### config.mk
export PLATFORM = sky130hd
export DESIGN_NAME = tick_countdown_timer
export DESIGN_NICKNAME = d
export VERILOG_FILES = /design/src/rtl/tick_countdown_timer.sv
export SDC_FILE = /design/constraint.sdc
export NUM_CORES = 1
export LEC_CHECK = 0
export BUFFER_PORTS_ARGS = -buffer_cell sky130_fd_sc_hd__buf_2
export CORE_ASPECT_RATIO = 2
export CORE_MARGIN = 3
export CORE_UTILIZATION = 30
export DETAILED_ROUTE_END_ITERATION = 10
export GPL_TIMING_DRIVEN = 0
export PLACE_DENSITY = 0.57
export SLEW_MARGIN = 15
export SYNTH_ARGS = -nofsm -noshare
export SYNTH_HDL_FRONTEND = slang
export SYNTH_SLANG_ARGS = --single-unit
### constraint.sdc
create_clock -name i_CLK -period 1.8 [get_ports i_CLK]
set_input_delay 0.18 -clock i_CLK [delete_from_list [all_inputs] [get_ports i_CLK]]
set_output_delay 0.18 -clock i_CLK [all_outputs]
set_load 0.01 [all_outputs]
### src/rtl/tick_countdown_timer.sv
// Tick-driven countdown timer with start/pause/resume and optional auto-reload.
// One count per i_TICK strobe; o_DONE pulses for one cycle on the expiring tick.
module tick_countdown_timer #(
    parameter int WIDTH = 16
) (
    input  logic             i_CLK,
    input  logic             i_RST,
    input  logic             i_TICK,
    input  logic             i_LOAD,
    input  logic [WIDTH-1:0] i_LOAD_VALUE,
    input  logic             i_START,
    input  logic             i_PAUSE,
    input  logic             i_AUTO_RELOAD,
    output logic [WIDTH-1:0] o_COUNT,
    output logic             o_DONE,
    output logic             o_BUSY,
    output logic             o_PAUSED,
    output logic             o_EXPIRED
);

    localparam logic [1:0] ST_IDLE    = 2'd0;
    localparam logic [1:0] ST_RUN     = 2'd1;
    localparam logic [1:0] ST_PAUSED  = 2'd2;
    localparam logic [1:0] ST_EXPIRED = 2'd3;

    localparam logic [WIDTH-1:0] ONE  = WIDTH'(1);
    localparam logic [WIDTH-1:0] ZERO = '0;

    logic [1:0]       state;
    logic [WIDTH-1:0] count;
    logic [WIDTH-1:0] reload;
    logic             done;

    always_ff @(posedge i_CLK) begin
        if (i_RST) begin
            state  <= ST_IDLE;
            count  <= ZERO;
            reload <= ZERO;
            done   <= 1'b0;
        end else begin
            done <= 1'b0;
            if (i_LOAD) begin
                reload <= i_LOAD_VALUE;
                count  <= i_LOAD_VALUE;
                state  <= ST_IDLE;
            end else begin
                case (state)
                    ST_IDLE: begin
                        if (i_START && count != ZERO)
                            state <= ST_RUN;
                    end
                    ST_RUN: begin
                        // Pause wins over a same-cycle tick; that tick is dropped.
                        if (i_PAUSE) begin
                            state <= ST_PAUSED;
                        end else if (i_TICK) begin
                            if (count > ONE) begin
                                count <= count - ONE;
                            end else if (count == ONE) begin
                                done <= 1'b1;
                                if (i_AUTO_RELOAD) begin
                                    count <= reload;
                                end else begin
                                    count <= ZERO;
                                    state <= ST_EXPIRED;
                                end
                            end
                        end
                    end
                    ST_PAUSED: begin
                        if (i_START)
                            state <= ST_RUN;
                    end
                    default: begin
                        if (i_START && reload != ZERO) begin
                            count <= reload;
                            state <= ST_RUN;
                        end
                    end
                endcase
            end
        end
    end

    assign o_COUNT   = count;
    assign o_DONE    = done;
    assign o_BUSY    = (state == ST_RUN);
    assign o_PAUSED  = (state == ST_PAUSED);
    assign o_EXPIRED = (state == ST_EXPIRED);

endmodule

Word level (Yosys, flattened, before mapping)
Cells that the tools add are included.
Operators by class
  add/subtract/negate cells: 1
  $lt $le $gt $ge: 1
  equal/unequal tests: 14
  mux-type cells: 18
  bitwise operators: 2
  reductions and logical operators: 12
Operators by type and width (number)
  16-bit 2-to-1 mux: 7
  16-bit one-hot mux with 2 select lines: 1
  16-bit nonzero test: 2
  16-bit by 1-bit equality test with 1-bit output (second input constant): 1
  16-bit by 1-bit > comparator with 1-bit output (second input constant): 1
  2-bit 2-to-1 mux: 8
  16-bit by 1-bit subtractor with 16-bit output (second input constant): 1
  3-bit != test (second input constant): 5
  7-bit AND reduction: 1
  2-bit one-hot mux with 3 select lines: 1
  6-bit OR reduction: 1
  5-bit AND reduction: 1
  2-bit equality test (second input constant): 2
  2-bit != test (second input constant): 2
  4-bit by 2-bit != test with 1-bit output (second input constant): 1
  4-bit nonzero test: 1
  2-bit OR reduction: 2
  3-bit by 2-bit != test with 1-bit output (second input constant): 1
  3-bit nonzero test: 1
  2-bit by 1-bit equality test with 1-bit output (second input constant): 1
  1-bit logical AND: 2
  2-bit logical NOT: 1
  2-bit by 1-bit != test with 1-bit output (second input constant): 1
  1-bit NOT: 2
  1-bit 2-to-1 mux: 1
Storage, ports and cells
  bits in registers: 35
  input bits: 23
  output and inout port bits: 20
  logic and storage cells: 52

Depth between registers and ports, before layout
Gate-level depths: netlist of the first run.
  depth after elaboration: 7
  gate-level depth with buffers: 10

Worst setup path before layout of the first run
No wires, ideal clock.
  kind: reg2reg
  from: register count[4] (netlist: o_COUNT[4])
  to: register state[0]
  setup time: 116 ps
  arrival time: 1910 ps
  data required time: 1684 ps
  path slack: -227 ps
  stages on the path, launching flop included: 6
  cells stage by stage: dfxtp_1 -> nor4_4 -> nand4_4 -> o31a_1 -> a221o_1 -> o211a_1
On the way
  longest elaborated chain between the ends: 4
  elaborated cells between the ends (all ways): 8
  those cells by class: 1 x order compare; 4 x eq/ne; 3 x reduce/logical
Ends and longest elaborated chain
  start, declared: line 30  | logic [WIDTH-1:0] count;
  start signal, assigned: line 44  | count <= i_LOAD_VALUE;
  start signal, assigned: line 58  | count <= count - ONE;
  start signal, assigned: line 62  | count <= reload;
  branches (longest 3 deep; another with 16-bit by 1-bit > comparator with 1-bit output)
  7-bit AND reduction (no line) *
  end signal, assigned: line 45  | state <= ST_IDLE;
  end signal, assigned: line 50  | state <= ST_RUN;
  end signal, assigned: line 55  | state <= ST_PAUSED;
  end, declared: line 29  | logic [1:0] state;
Every way passes the cells marked *.
A chain may end at the register's enable or synchronous reset.

Final worst setup path of the first run
  from: register count[11] (netlist: o_COUNT[11])
  to: register count[6] (netlist: o_COUNT[6])
On the way
  longest elaborated chain between the ends: 6
  elaborated cells between the ends (all ways): 9
  those cells by class: 1 x order compare; 2 x eq/ne; 5 x mux; 1 x reduce/logical
Ends and longest elaborated chain
  16-bit by 1-bit > comparator with 1-bit output: line 57  | if (count > ONE) begin
  16-bit 2-to-1 mux: line 57
  16-bit 2-to-1 mux: line 56  | end else if (i_TICK) begin
  16-bit 2-to-1 mux: line 54  | if (i_PAUSE) begin
  16-bit one-hot mux with 2 select lines: line 47  | case (state)
  16-bit 2-to-1 mux: line 42  | if (i_LOAD) begin
Several ways; a longest one is shown, not always the timed one. The select of a mux whose other input is x is not followed.

==> qor.yml, run 1 <==
grt_max_degree: 11
clock_sinks: 35
p_leak_uw: 0.00120
ys_types: 48
cap_violations: 0
crit_type: "register to register"
cp_common_cell: "buf_6"
clk_latency_ns: 0.29
top_usage_layer: "met2"
final_cell_mix: "41 x buf_2, 27 x dfxtp_1, 24 x nor2_1"
cp_top_family: "simple AND/OR/NAND/NOR gates"
min_period_ns: 2.03
yosys.area_share.simple: 0.290
cp.required_ns: 1.95
ys.warnings.count: 0
failed_checks: "setup timing"
critPathSlowestCell: "nor4_4"
drc: 0
clk_pin_slew_ns: 0.06
place.port_buffers: 40
relSlewSlack: 0.541
synth_fa_ha_area_frac: 0.0428
initial_core_util: 0.309
syn_nets: 273
wire_per_inst_um: 17.8
critical_path_arrival_ns: 2.17
ys.flop_type: "dfxtp_1"
layout_commonest_cell: "buf_2"
io_pins: 43
clock-root-buffer: "clkbuf_16"
cp_num_buf_inv: 3
synthCells: 243
grt_pass1_vias: 2178
synthArstFlopShare: 0
grt_first_pass_wirelength_mm: 11.2
drv_slew: 0
path_max_fanout: 6
holdBufCountCts: 0
slowest_delay_ns: 0.37
drtIter0Drc: 104
holdCritPathClass: "primary input to register"
synth-xor-area-share: 0.0428
synth_edf_count: 0
worstRegToRegCells: 9
routed_wl_mm: 7.20
grt_remaining_overflow: 0
period_share: 1.13
fin_ws_ns: -0.227
worst_setup_path_end_kind: "register"
min_delay_path_depth: 3
antenna_cells: 0
die_area_mm2: 0.00791
ant_nets: 0
met2_usage: 0.351
setup_viol: 17
dr.pass1.iters: 6
post_drt_via_cell_ratio: 5.29
grt_antenna_before_repair: 0
worstMarginPinSlew_ns: 0.689
grt_use_total: 0.191
grt_use_met3: 0.0403
die_h_um: 123
synthMuxAreaShare: 0.0195
dp_cells: 371
drive_above_1_share: 0.449
synth_area_mm2: 0.00205
h-tree-depth: 2
avgSynthCellArea_um2: 8.43
core_mm2: 0.00662
holdWs_ns: 0.145
cp_cell_sequence: "nor4_4, nand4_4, buf_6, o21ai_4, buf_6, buf_4, o21ai_2, a211oi_2, nor3_2"
final_nets: 345
max_freq_mhz: 493
cp_num_cells: 9
power_density_mw_per_mm2: 813
synth_seq_cells: 35
die_w_um: 64.4
syn_to_final_growth_pct: 48.0
irDropWorstVdd_v: 0.000470
cts_buffers: 5
clock_skew_ns: 0.00516
routabilityCongestion: 0.835
met1_usage: 0.187
num_vias: 2138
final_cells: 404
startpoint_type: "register"
cts.path.max_buffers: 2
hold_viol: 0
rsz0062_at_grt: "true"
cts_tree: "done"
status: "complete, but fails checks"
hpwl_mm: 5.02
fp-row-count: 42
synth_compound_area_frac: 0.213
synth_top_family_by_area: "simple AND/OR/NAND/NOR gates"
yosysSeqAreaShare: 0.342
[synthesized netlist by cell type (2+ instances only)]
| cell type | instances | share of area |
|---|---|---|
| a211oi_1 | 13 | 0.048 |
| a21oi_1 | 17 | 0.042 |
| a221oi_1 | 2 | 0.0086 |
| buf_6 | 3 | 0.016 |
| clkbuf_1 | 8 | 0.015 |
| dfxtp_1 | 35 | 0.34 |
| ha_1 | 7 | 0.043 |
| inv_1 | 8 | 0.015 |
| mux2i_1 | 4 | 0.020 |
| nand2_1 | 24 | 0.044 |
| nand2b_1 | 13 | 0.040 |
| nand3_1 | 3 | 0.0073 |
| nand4_1 | 4 | 0.012 |
| nand4b_1 | 3 | 0.013 |
| nor2_1 | 28 | 0.051 |
| nor2b_1 | 2 | 0.0061 |
| nor3_1 | 7 | 0.017 |
| nor3_2 | 4 | 0.020 |
| nor3b_1 | 2 | 0.0073 |
| nor4_1 | 6 | 0.018 |
| nor4_4 | 2 | 0.021 |
| o211ai_1 | 2 | 0.0073 |
| o21ai_0 | 12 | 0.029 |
| o21ai_1 | 2 | 0.0049 |
| xnor2_1 | 2 | 0.0086 |
| xor2_1 | 8 | 0.034 |
[where the power goes]
part,switching [µW],total (µW),leakage [µW],internal [µW]
Combinational,368,697,0.000843,329
Sequential,92.8,923,0.000292,830
Clock,335,846,0.0000679,511
Total,796,2470,0.00120,1670
[final cells by class]
cell class	instances	area, µm²
clock inverter	1	5.00
sequential	35	718
buffer	12	90.1
timing repair buffer	66	433
tap	88	110
fill	683	3590
inverter	8	32.5
multi-input combinational	187	1510
clock buffer	7	133
[flip-flops by register name (all words and copies together), names as in the netlist]
name,cells
o_COUNT,16
reload,16
state,2
o_DONE,1
[logic make-up (layout without fill, tap and decap cells)]
family | count (synthesis) | in the layout
AOI/OAI and AO/OA | 62 | 62
xor gates and xnor gates | 10 | 10
DFF | 35 | 35
adders and majority gates | 7 | 7
buffers and inverters | 21 | 94
and+or+nand+nor | 104 | 104
muxes | 4 | 4
[per-stage QoR]
step	utilization	setup slack [ns]	cell area [µm²]	setup TNS, ns	total power (µW)
2_1_floorplan	-	-0.149	2070	-1.80	1250
3_3_place_gp	0.360	-0.607	2380	-7.82	1410
3_5_place_dp	0.360	-0.621	2380	-8.16	1420
4_1_cts	0.422	-0.227	2800	-3.20	2380
5_1_grt	0.458	-0.305	3030	-4.38	2570
6_report	0.458	-0.227	3030	-3.03	2470
[worst paths after layout]
| check | start | slack (ns) | end |
|---|---|---|---|
| max reg2reg | o_COUNT[11]$_SDFFE_PP0P_ | -0.23 | o_COUNT[6]$_SDFFE_PP0P_ |
| max | o_COUNT[11]$_SDFFE_PP0P_ | -0.23 | o_COUNT[6]$_SDFFE_PP0P_ |
| min | i_LOAD_VALUE[15] | 0.15 | reload[15]$_SDFFE_PP0P_ |
| min reg2reg | reload[2]$_SDFFE_PP0P_ | 0.51 | reload[2]$_SDFFE_PP0P_ |
[worst reg2reg max path, delay by kind of cell, from the launching register on]
| family | cells | cell delay [ns] |
|---|---|---|
| and+or+nand+nor | 3 | 0.64 |
| AOI/OAI and AO/OA | 3 | 0.44 |
| DFF | 1 | 0.35 |
| buffers and inverters | 3 | 0.46 |
[timing repair]
action | in CTS | in global routing
endpoints found under the setup margin | 18 | 18
resized for setup | 32 | 50
setup buffers | 15 | 10
pin swaps | 19 | 22
gates cloned | 1 | 1
[layer usage]
layer  part of all wire  up-vias  routed length (µm)
met4              0.045        0                 327
met2               0.56       66                4030
met1               0.35     1025                2530
met3              0.044       22                 315
met5                  0        -                   0
li1                   -     1025                   -
Power figures use the tool's default switching activity.
==> run 2: changes to the inputs <==
--- a/config.mk
+++ b/config.mk
@@ -11,7 +11,7 @@
 export CORE_UTILIZATION = 30
 export DETAILED_ROUTE_END_ITERATION = 10
 export GPL_TIMING_DRIVEN = 0
-export PLACE_DENSITY = 0.57
+export PLACE_DENSITY = 0.55
 export SLEW_MARGIN = 15
 export SYNTH_ARGS = -nofsm -noshare
 export SYNTH_HDL_FRONTEND = slang
==> constraint.sdc (replaced) <==
create_clock -name i_CLK -period 2 [get_ports i_CLK]
set_input_delay 0.2 -clock i_CLK [delete_from_list [all_inputs] [get_ports i_CLK]]
set_output_delay 0.2 -clock i_CLK [all_outputs]
set_load 0.01 [all_outputs]
==> run 2 against run 1 <==
The run still ends with setup timing left. Power down 13%. Clock skew down 0.00061 ns. Wire length down 1.4%. Via count down 2.2%. Flip-flop and latch count unchanged. Sequential share of layout area up 0.84 points. Critical path depth down 2. Critical path type unchanged. Largest cell class unchanged. Largest power group unchanged.
==> qor.yml, run 2 (synthesis results as in run 1) <==
status: "complete, but fails checks"
failed_checks: "setup timing"
rrSetupSlack_ns: -0.06
grt_use_total: 0.186
grt_pass1_vias: 2123
relSlewSlack: 0.508
post_drt_via_cell_ratio: 5.32
grt_max_degree: 11
final_cell_mix: "40 x buf_2, 28 x dfxtp_1, 25 x nor2_1"
holdCritPathClass: "primary input to register"
clk_latency_ns: 0.28
drive_above_1_share: 0.390
cts_tree: "done"
fp-row-count: 42
routed_wl_mm: 7.09
setup_viol: 2
place.port_buffers: 40
clock-root-buffer: "clkbuf_16"
clock_skew_ns: 0.00456
initial_core_util: 0.309
period_share: 1.03
r2r_start: "o_COUNT[5]$_SDFFE_PP0P_"
routabilityCongestion: 0.847
syn_to_final_growth_pct: 41.7
die_h_um: 123
startpoint_type: "register"
num-fill-cells: 686
hold_viol: 0
dp_worst_setup_slack_ns: -0.454
cp.required_ns: 2.19
cap_violations: 0
dpl_cell_area_mm2: 0.00236
h-tree-depth: 2
grt_antenna_before_repair: 0
drc: 0
io_pins: 43
rsz0062_at_grt: "true"
fin_ws_ns: -0.0556
worst_setup_path_end_kind: "register"
die_w_um: 64.4
antenna_cells: 0
fin_area_mm2: 0.00290
layout_commonest_cell: "buf_2"
timing.rr.end: "o_COUNT[0]$_SDFFE_PP0P_"
p_leak_uw: 0.00114
power_density_mw_per_mm2: 741
cts_buffers: 5
ant_nets: 0
irDropWorstVdd_v: 0.000495
wire_per_inst_um: 18.0
min_delay_path_depth: 3
grt_first_pass_wirelength_mm: 10.9
drtIter0Drc: 108
clock_sinks: 35
hpwl_mm: 5.00
path_max_fanout: 6
startpoint: "o_COUNT[5]$_SDFFE_PP0P_"
final_nets: 336
critical_path_arrival_ns: 2.25
worstRegToRegCells: 7
grt_remaining_overflow: 0
crit_type: "register to register"
drv_slew: 0
worstMarginPinSlew_ns: 0.739
clk_pin_slew_ns: 0.05
core_mm2: 0.00662
cts.path.max_buffers: 2
num_vias: 2090
die_area_mm2: 0.00791
max_freq_mhz: 486
dr.pass1.iters: 6
min_period_ns: 2.06
holdBufCountCts: 0
holdPathEnd: "reload[15]$_SDFFE_PP0P_"
min_from: "i_LOAD_VALUE[15]"
## run 2: per-layer routing
layer  part of all wire  vias to the layer above  GRT usage  wire length [µm]
met5                  0                        -          0                 0
met4              0.081                        0      0.136               575
met3              0.044                       37     0.0348               309
met2               0.53                       79      0.329              3720
met1               0.35                      973      0.191              2480
li1                   -                     1001          -                 -
## run 2: how the worst max path moves through the flow
stage,depth (start not counted),end
after global routing,7,o_COUNT[0]$_SDFFE_PP0P_
after detailed placement,7,o_COUNT[11]$_SDFFE_PP0P_
after CTS,7,o_COUNT[0]$_SDFFE_PP0P_
after floorplan,5,state[0]$_SDFFE_PP0P_
after global placement,7,o_COUNT[11]$_SDFFE_PP0P_
final,7,o_COUNT[0]$_SDFFE_PP0P_
## run 2: cell type report
| type | count | area [µm²] | area share |
|---|---|---|---|
| timing repair buffer | 56 | 359 | 0.124 |
| tap | 88 | 110 | 0.0379 |
| multi-input combinational | 188 | 1480 | 0.509 |
| inverter | 8 | 30.0 | 0.0103 |
| clock buffer | 6 | 129 | 0.0444 |
| buffer | 12 | 83.8 | 0.0289 |
| sequential | 35 | 712 | 0.245 |
## run 2: power by group
group | leakage, µW | total (µW) | internal (µW) | switching [µW]
clock | 0.0000628 | 737 | 448 | 289
sequential | 0.000291 | 832 | 747 | 84.4
combinational | 0.000784 | 582 | 272 | 311
## run 2: what timing repair did
| action | in CTS | in global routing |
|---|---|---|
| setup endpoints to repair | 18 | 18 |
| pin swaps | 5 | 20 |
| hold endpoints to repair | 0 | 0 |
| cloned | 0 | 3 |
| gates resized for setup | 31 | 32 |
| buffers inserted | 9 | 5 |
## run 2: per-stage QoR
step	TNS [ns]	hold slack, ns	util	total power [µW]	cells
CTS	-0.0113	0.173	0.406	2090	386
floorplan	0	0.343	-	1120	243
detailed placement	-6.34	0.466	0.356	1270	371
finish	-0.0718	0.170	0.438	2150	393
global route	-1.08	0.211	0.438	2250	393
global placement	-6.15	0.458	0.356	1270	371
## run 2: worst max-delay path, cell delays in order, from the launching register on
cell      delay [ns]
dfxtp_4         0.37
nor4_4          0.38
nand4_4         0.23
o31a_4          0.38
nor2_8          0.16
buf_8           0.15
a21oi_2         0.06
a221oi_2        0.22
==> run 3: changes to the inputs <==
--- a/config.mk
+++ b/config.mk
@@ -6,12 +6,15 @@
 export NUM_CORES = 1
 export LEC_CHECK = 0
 export BUFFER_PORTS_ARGS = -buffer_cell sky130_fd_sc_hd__buf_2
+export CELL_PAD_IN_SITES_DETAIL_PLACEMENT = 1
+export CELL_PAD_IN_SITES_GLOBAL_PLACEMENT = 1
 export CORE_ASPECT_RATIO = 2
 export CORE_MARGIN = 3
 export CORE_UTILIZATION = 30
+export CTS_CLUSTER_SIZE = 28
 export DETAILED_ROUTE_END_ITERATION = 10
 export GPL_TIMING_DRIVEN = 0
-export PLACE_DENSITY = 0.55
+export PLACE_DENSITY = 0.68
 export SLEW_MARGIN = 15
 export SYNTH_ARGS = -nofsm -noshare
 export SYNTH_HDL_FRONTEND = slang
==> run 3 against run 2 <==
The flow still finishes with violations (setup timing). Register-to-register slack worse by 0.02 ns. Clock skew is 0.00071 ns lower. Non-clock buffer count is 4 higher. Via count is 0.77% higher. Design area is 1.6% higher. Count of clock-buffer cells in the layout is 2 higher. Critical path depth is 2 higher.
==> qor.yml, run 3 (synthesis results as in run 1) <==
status: "complete, but fails checks"
failed_checks: "setup timing"
routabilityCongestion: 0.818
max_freq_mhz: 482
wl_met2_mm: 4.48
rsz0062_at_grt: "true"
grt_remaining_overflow: 0
die_area_mm2: 0.00791
timing.rr.end: "o_COUNT[10]$_SDFFE_PP0P_"
clock_skew_ns: 0.00384
period_share: 1.04
fp-row-count: 42
wire_per_inst_um: 19.9
cap_violations: 0
drive_above_1_share: 0.410
place.port_buffers: 40
critPathSlowestCell: "dfxtp_4"
r2r_start: "o_COUNT[4]$_SDFFE_PP0P_"
cp_common_cell: "buf_4"
initial_core_util: 0.309
irDropWorstVdd_v: 0.000401
post_drt_via_cell_ratio: 5.29
clock-root-buffer: "clkbuf_16"
hpwl_mm: 5.38
cp_num_buf_inv: 3
wl_met1_mm: 2.86
drc: 0
antenna_cells: 0
slowest_delay_ns: 0.37
ant_nets: 0
worstMarginPinSlew_ns: 0.694
h-tree-depth: 2
cts_tree: "done"
die_h_um: 123
cp_top_family: "buffers and inverters"
num_vias: 2106
p_leak_uw: 0.00117
rrSetupSlack_ns: -0.07
clk_latency_ns: 0.28
holdCritPathClass: "primary input to register"
layout_commonest_cell: "buf_2"
power_density_mw_per_mm2: 773
dpl_cell_area_mm2: 0.00236
worstRegToRegCells: 9
worst_setup_path_end_kind: "register"
clk_pin_slew_ns: 0.06
setup_viol: 15
syn_to_final_growth_pct: 44.0
cts_buffers: 5
highest_layer: "met4"
clock_sinks: 35
min_from: "i_LOAD_VALUE[0]"
grt_max_degree: 11
drtIter0Drc: 73
relSlewSlack: 0.537
min_period_ns: 2.07
cp_cell_sequence: "nor4_4, buf_4, nand4_4, buf_6, o21ai_4, buf_4, o21ai_0, a211oi_2, nor3_2"
holdPathEnd: "reload[0]$_SDFFE_PP0P_"
core_mm2: 0.00662
final_nets: 339
final_cell_mix: "40 x buf_2, 24 x nor2_1, 24 x dfxtp_1"
io_pins: 43
cts.path.max_buffers: 2
die_w_um: 64.4
critical_path_arrival_ns: 2.22
dp_worst_setup_slack_ns: -0.566
drv_slew: 0
routed_wl_mm: 7.91
path_max_fanout: 6
fin_area_mm2: 0.00295
grt_antenna_before_repair: 0
hold_viol: 0
grt_first_pass_wirelength_mm: 12.1
grt_pass1_vias: 2232
dr.pass1.iters: 4
grt_use_total: 0.206
fin_ws_ns: -0.0735
met3_length_um: 241
startpoint_type: "register"
crit_type: "register to register"
min_delay_path_depth: 3
cp.required_ns: 2.15
[run 3: cell types whose count changed in the layout (fill, tap and decap cells not counted), sizes merged]
cell / before / now
buf: 59 / 65
and2: 2 / 1
[run 3: worst max path at each step]
stage	start	endpoint	slack (ns)	depth (start not counted)
final	o_COUNT[4]$_SDFFE_PP0P_	o_COUNT[10]$_SDFFE_PP0P_	-0.07	9
after global routing	o_COUNT[4]$_SDFFE_PP0P_	o_COUNT[14]$_SDFFE_PP0P_	-0.17	9
after CTS	o_COUNT[11]$_SDFFE_PP0P_	o_COUNT[0]$_SDFFE_PP0P_	-0.04	7
after detailed placement	o_COUNT[0]$_SDFFE_PP0P_	o_COUNT[10]$_SDFFE_PP0P_	-0.57	8
after global placement	o_COUNT[7]$_SDFFE_PP0P_	o_COUNT[11]$_SDFFE_PP0P_	-0.54	7
after floorplan	o_COUNT[7]$_SDFFE_PP0P_	state[0]$_SDFFE_PP0P_	0.01	5
[run 3: what timing repair did]
action,in CTS,in global routing
pin swaps,14,15
buffers inserted,15,3
setup endpoints to repair,18,17
hold buffers,0,0
gates cloned,1,1
resized for setup,41,33
[run 3: metal layers]
metal / vias up / track usage
met1: 1024 / 0.207
met5: - / 0
li1: 1008 / -
met2: 53 / 0.394
met4: 0 / 0.109
met3: 21 / 0.0321
[run 3: through the flow]
stage                     hold WS, ns  total power, µW  TNS [ns]  instances  utilization
after detailed placement        0.472             1280     -8.16        371        0.356
after global placement          0.466             1270     -7.62        371        0.356
final                           0.172             2280    -0.624        398        0.446
after floorplan                 0.343             1120         0        243            -
after CTS                       0.182             2230    -0.269        395        0.426
after global routing            0.199             2380     -2.21        398        0.446
[run 3: where the power goes]
group          leakage [µW]  internal [µW]  switching (µW)  total [µW]
registers          0.000293            747            83.7         831
clock network     0.0000772            531             310         841
logic              0.000802            277             331         608
[run 3: area by class of cell]
class | instances | area (µm²)
multi-input cells | 187 | 1460
plain buffers | 12 | 83.8
clock buffers | 8 | 156
fillers | 810 | 3670
inverters | 8 | 30.0
flip-flops and latches | 35 | 722
well taps | 88 | 110
repair buffers | 60 | 385
[run 3: worst register-to-register path: stages, from the launching register on]
cell      delay, ns
dfxtp_4        0.37
nor4_4         0.27
buf_4          0.17
nand4_4        0.15
buf_6          0.18
o21ai_4        0.22
buf_4          0.21
o21ai_0        0.11
a211oi_2       0.19
nor3_2         0.06
